<file path="src/rtl/uart_prog_loader.sv">
// Boot-time loader: receives 8N1 UART bytes, packs them little-endian into 32-bit words
// and writes CELL_NUMBERS words to instruction memory from address 0, holding the CPU until done.
module uart_prog_loader #(
    parameter int CLKS_PER_BIT = 868,
    parameter int CELL_NUMBERS = 256,
    parameter int ADDR_W       = 8
) (
    input  logic              clk,
    input  logic              rst,
    input  logic              uart_rx_i,
    output logic              mem_we,
    output logic [ADDR_W-1:0] mem_addr,
    output logic [31:0]       mem_wdata,
    output logic              cpu_hold,
    output logic              load_done,
    output logic              frame_err
);

    localparam int TIMER_W = $clog2(CLKS_PER_BIT);
    localparam logic [TIMER_W-1:0] HALF_CNT  = TIMER_W'(CLKS_PER_BIT / 2);
    localparam logic [TIMER_W-1:0] LAST_CNT  = TIMER_W'(CLKS_PER_BIT - 1);
    localparam logic [ADDR_W-1:0]  LAST_ADDR = ADDR_W'(CELL_NUMBERS - 1);

    typedef enum logic [1:0] {RX_IDLE, RX_START, RX_DATA, RX_STOP} rx_state_t;
    typedef enum logic {LD_LOAD, LD_DONE} ld_state_t;

    logic               rx_meta_reg, rx_sync_reg;
    rx_state_t          rx_state_reg, rx_state_next;
    logic [TIMER_W-1:0] timer_reg, timer_next;
    logic [2:0]         bit_cnt_reg, bit_cnt_next;
    logic [7:0]         shift_reg, shift_next;
    logic               stop_wait_reg, stop_wait_next;
    logic               byte_ok, frame_bad;

    ld_state_t          ld_state_reg, ld_state_next;
    logic [1:0]         byte_idx_reg;
    logic [23:0]        word_reg;
    logic [ADDR_W-1:0]  word_cnt_reg;
    logic               mem_we_reg;
    logic [ADDR_W-1:0]  mem_addr_reg;
    logic [31:0]        mem_wdata_reg;
    logic               frame_err_reg;

    always_ff @(posedge clk or negedge rst) begin
        if (!rst) begin
            rx_meta_reg <= 1'b1;
            rx_sync_reg <= 1'b1;
        end else begin
            rx_meta_reg <= uart_rx_i;
            rx_sync_reg <= rx_meta_reg;
        end
    end

    always_ff @(posedge clk or negedge rst) begin
        if (!rst) begin
            rx_state_reg  <= RX_IDLE;
            timer_reg     <= '0;
            bit_cnt_reg   <= '0;
            shift_reg     <= '0;
            stop_wait_reg <= 1'b0;
        end else begin
            rx_state_reg  <= rx_state_next;
            timer_reg     <= timer_next;
            bit_cnt_reg   <= bit_cnt_next;
            shift_reg     <= shift_next;
            stop_wait_reg <= stop_wait_next;
        end
    end

    always_comb begin
        rx_state_next  = rx_state_reg;
        timer_next     = timer_reg + TIMER_W'(1);
        bit_cnt_next   = bit_cnt_reg;
        shift_next     = shift_reg;
        stop_wait_next = stop_wait_reg;
        byte_ok        = 1'b0;
        frame_bad      = 1'b0;
        case (rx_state_reg)
            RX_IDLE: begin
                timer_next = '0;
                if (!rx_sync_reg) rx_state_next = RX_START;
            end
            RX_START: begin
                if (timer_reg == HALF_CNT) begin
                    timer_next    = '0;
                    bit_cnt_next  = '0;
                    rx_state_next = rx_sync_reg ? RX_IDLE : RX_DATA;
                end
            end
            RX_DATA: begin
                if (timer_reg == LAST_CNT) begin
                    timer_next   = '0;
                    shift_next   = {rx_sync_reg, shift_reg[7:1]};
                    bit_cnt_next = bit_cnt_reg + 3'd1;
                    if (bit_cnt_reg == 3'd7) rx_state_next = RX_STOP;
                end
            end
            RX_STOP: begin
                // After a bad stop bit, idle here until the line returns high
                if (stop_wait_reg) begin
                    timer_next = '0;
                    if (rx_sync_reg) begin
                        stop_wait_next = 1'b0;
                        rx_state_next  = RX_IDLE;
                    end
                end else if (timer_reg == LAST_CNT) begin
                    timer_next = '0;
                    if (rx_sync_reg) begin
                        byte_ok       = 1'b1;
                        rx_state_next = RX_IDLE;
                    end else begin
                        frame_bad      = 1'b1;
                        stop_wait_next = 1'b1;
                    end
                end
            end
            default: rx_state_next = RX_IDLE;
        endcase
    end

    always_ff @(posedge clk or negedge rst) begin
        if (!rst) begin
            byte_idx_reg  <= '0;
            word_reg      <= '0;
            word_cnt_reg  <= '0;
            mem_we_reg    <= 1'b0;
            mem_addr_reg  <= '0;
            mem_wdata_reg <= '0;
            frame_err_reg <= 1'b0;
        end else begin
            mem_we_reg <= 1'b0;
            if (frame_bad) frame_err_reg <= 1'b1;
            if (byte_ok && ld_state_reg == LD_LOAD) begin
                byte_idx_reg <= byte_idx_reg + 2'd1;
                case (byte_idx_reg)
                    2'd0: word_reg[7:0]   <= shift_reg;
                    2'd1: word_reg[15:8]  <= shift_reg;
                    2'd2: word_reg[23:16] <= shift_reg;
                    default: begin
                        mem_wdata_reg <= {shift_reg, word_reg};
                        mem_addr_reg  <= word_cnt_reg;
                        mem_we_reg    <= 1'b1;
                        word_cnt_reg  <= word_cnt_reg + ADDR_W'(1);
                    end
                endcase
            end
        end
    end

    always_ff @(posedge clk or negedge rst) begin
        if (!rst) ld_state_reg <= LD_LOAD;
        else      ld_state_reg <= ld_state_next;
    end

    always_comb begin
        ld_state_next = ld_state_reg;
        if (ld_state_reg == LD_LOAD && mem_we_reg && mem_addr_reg == LAST_ADDR)
            ld_state_next = LD_DONE;
    end

    assign mem_we    = mem_we_reg;
    assign mem_addr  = mem_addr_reg;
    assign mem_wdata = mem_wdata_reg;
    assign load_done = (ld_state_reg == LD_DONE);
    assign cpu_hold  = (ld_state_reg != LD_DONE);
    assign frame_err = frame_err_reg;

endmodule

</file>
<file path="config.mk">
export PLATFORM = sky130hd
export DESIGN_NAME = uart_prog_loader
export DESIGN_NICKNAME = d
export VERILOG_FILES = /design/src/rtl/uart_prog_loader.sv
export SDC_FILE = /design/constraint.sdc
export NUM_CORES = 1
export LEC_CHECK = 0
export BUFFER_PORTS_ARGS = -buffer_cell sky130_fd_sc_hd__buf_2
export CAP_MARGIN = 20
export CORE_MARGIN = 2
export CORE_UTILIZATION = 52
export DETAILED_ROUTE_END_ITERATION = 8
export GPL_ROUTABILITY_DRIVEN = 0
export PLACE_DENSITY = 0.71
export SLEW_MARGIN = 20
export SYNTH_ARGS = -nofsm -noshare
export SYNTH_HDL_FRONTEND = slang
export SYNTH_SLANG_ARGS = --single-unit
</file>
<file path="constraint.sdc">
create_clock -name clk -period 1.87 [get_ports clk]
set_input_delay 0.374 -clock clk [delete_from_list [all_inputs] [get_ports clk]]
set_output_delay 0.374 -clock clk [all_outputs]
set_load 0.005 [all_outputs]
</file>
==> metrics.yaml <==
grt:
  grt_antenna_before_repair: 0
  grt_max_degree: 46
  grt-ovfl-total: 0
  grt_pass1_wl_um: 12600
  grt_pass1_vias: 2646
  grt_usage: 0.183
route:
  wire_per_inst_um: 15.6
  wirelength_um: 7680
  drc: 0
  ant_nets: 0
  drt_first_pass_iters: 4
  viasPerCell: 5.34
  dr_total_vias: 2632
  first_iter_violations: 52
placed_design:
  place_hpwl_um: 5410
  pre_cts_ws_ns: -0.192
  dp_cells: 473
  port_buffers: 46
  placed_area_um2: 4920
finish:
  finalNonFillerCells: 493
  final_cell_mix: "dfrtp_1 (101), buf_2 (45), mux2_1 (30), buf_4 (28), mux2_2 (26)"
  diodes: 0
  fin_nets: 395
  fillCellCount: 638
  layout-drive-gt1-share: 0.418
  final_cell_area_um2: 5240
  area_growth_pct: 20.6
  fin_util: 0.641
  layout_commonest_cell: "dfrtp_1"
  largest_reg_flops: 32
worst_setup_path:
  cp_cell_sequence: "nand3_2 -> or4b_4 -> nor2_8 -> buf_12 -> mux2_1"
  crit_fanout: 22
  critPathKind: "flip-flop to flip-flop"
  critPathCaptureType: "flip-flop"
  start_kind: "flip-flop"
  path_delay_family: "simple AND/OR/NAND/NOR gates"
  slowest_delay_ns: 0.55
  arrival_ns: 2.24
  critPathSlowestCell: "dfstp_2"
  required_ns: 2.13
  path_buf_inv: 1
floorplanning:
  row_count: 33
  pin_count: 47
  dieHeight_um: 95.4
  fp.dieW_um: 95.4
  initial_utilization: 0.531
  core_area_um2: 8180
  die_area_um2: 9100
sta:
  fin_ws_ns: -0.106
  final_max_slew_viol_count: 0
  tns_ns: -3.29
  rsz0062_at_grt: "yes"
  setup_viol_count_final: 41
  fin_crit_ns: 1.98
  tightest_slew_ns: 0.435
  fmax_mhz: 506
  finalHoldViolCount: 0
  slew-limit-headroom: 0.709
  timing.hold.ws_ns: 0.0975
  fin_skew_ns: 0.00915
  period_share: 1.06
run:
  drv_cap: 0
clocking:
  clk_pin_slew_worst_paths_ns: 0.10
  cts_tree: "yes"
  htreeDepth: 3
  root_buffer: "clkbuf_8"
  clock_path_buffers: 2
  clk_latency_ns: 0.37
  cts.sinks: 103
  numCtsBuffers: 9
synthesis:
  ys_warn_count: 0
  synth_xor_area_frac: 0.0323
  yosys.area.top_type: "dfrtp_1"
  syn_nets: 313
  synth_seq_area_share: 0.594
  synthAdderAreaFrac: 0.0259
  synthDistinctLibCells: 44
  synth_compound_area_frac: 0.0245
  syn_avg_cell_area_um2: 14.4
  async_reset_ff_frac: 1.00
  yosysTopAreaCellShare: 0.582
  synth_edf_count: 0
  synthFlopType: "dfrtp_1"
  synth.mux.area_fraction: 0.203
  ys_seq_elements: 103
  synth_area_leaders: "dfrtp_1 (58%), mux2_1 (11%), mux2_2 (7.0%), ha_1 (2.6%), mux2_4 (2.4%)"
  netlist_instances: 301
  synth-simple-area-share: 0.0991
  netlist_area_um2: 4340
  synth_top_family_by_area: "multiplexers"
power:
  p_per_area_nw_per_um2: 682
  p_leak_nw: 2.81
  fin_total_pwr_mw: 3.57
  ir_worst_vdd_uv: 382
run_status:
  violations: "setup timing"
  status: "finished with violations"
hold_path:
  hp-class: "primary input to flip-flop"
[where the power goes]
| group | internal (mW) | switching, mW | total [mW] | leakage, nW |
|---|---|---|---|---|
| Combinational | 0.0121 | 0.0458 | 0.0579 | 1.30 |
| Clock | 0.500 | 0.782 | 1.28 | 0.0919 |
| Sequential | 2.23 | 0.00139 | 2.23 | 1.42 |
[cell families after synthesis]
logic type               Yosys count
flip-flops                       103
multiplexers                      76
AND/OR/NAND/NOR                   65
AO/OA/AOI/OAI                     16
XOR/XNOR                          16
buffers and inverters             16
adder cells (fa/ha/maj)            9
[final timing paths]
check / start / to / slack [ns] / cells past startpoint
setup / recovery: rx_sync_reg$_DFF_PN1_ / mem_wdata[8]$_DFFE_PN0P_ / -0.11 / 5
hold / removal: uart_rx_i / rx_meta_reg$_DFF_PN1_ / 0.1 / 1
setup reg to reg: rx_sync_reg$_DFF_PN1_ / mem_wdata[8]$_DFFE_PN0P_ / -0.11 / 5
hold reg to reg: rx_meta_reg$_DFF_PN1_ / rx_sync_reg$_DFF_PN1_ / 0.38 / 0
max in group asynchronous: rst / rx_meta_reg$_DFF_PN1_ / 0.72 / 3
min in group asynchronous: rst / mem_wdata[9]$_DFFE_PN0P_ / 0.45 / 2
[synthesized netlist by cell type (2+ instances only)]
| cell | number |
|---|---|
| mux2_4 | 7 |
| nand3_4 | 3 |
| buf_6 | 4 |
| and3_1 | 2 |
| nand3_1 | 10 |
| dfstp_2 | 2 |
| buf_2 | 3 |
| mux2_1 | 41 |
| a21oi_1 | 3 |
| inv_1 | 8 |
| o21ai_0 | 3 |
| dfrtp_1 | 101 |
| nor2_1 | 14 |
| ha_1 | 9 |
| nor4_1 | 3 |
| xor2_1 | 8 |
| nand2_1 | 8 |
| a31oi_1 | 4 |
| mux2_2 | 27 |
| nor3_1 | 6 |
| xnor2_1 | 8 |
| nand4_1 | 4 |
| nor3_4 | 2 |
[area by class of cell]
type / count / area, µm² / share of cell area
multi-input combinational: 182 / 1770 / 0.338
sequential: 103 / 2580 / 0.492
inverter: 8 / 30.0 / 0.00573
timing repair buffer: 79 / 546 / 0.104
clock buffer: 9 / 124 / 0.0236
clock inverter: 7 / 55.1 / 0.0105
tap: 105 / 131 / 0.0251
[timing repair]
action	in CTS	in global routing
endpoints found under the setup margin	48	71
pin swaps	1	0
hold buffers	1	0
buffers inserted	0	3
gates resized for setup	5	19
hold endpoints to repair	24	0
[per-layer routing]
layer,track usage,vias to the layer above,part of all wire,wire length (µm)
met3,0.0364,15,0.031,235
met1,0.240,1339,0.46,3550
met2,0.302,42,0.49,3740
met5,0,-,0,0
li1,-,1236,-,-
met4,0.0738,0,0.020,156
(Power assumes the default switching activity.)
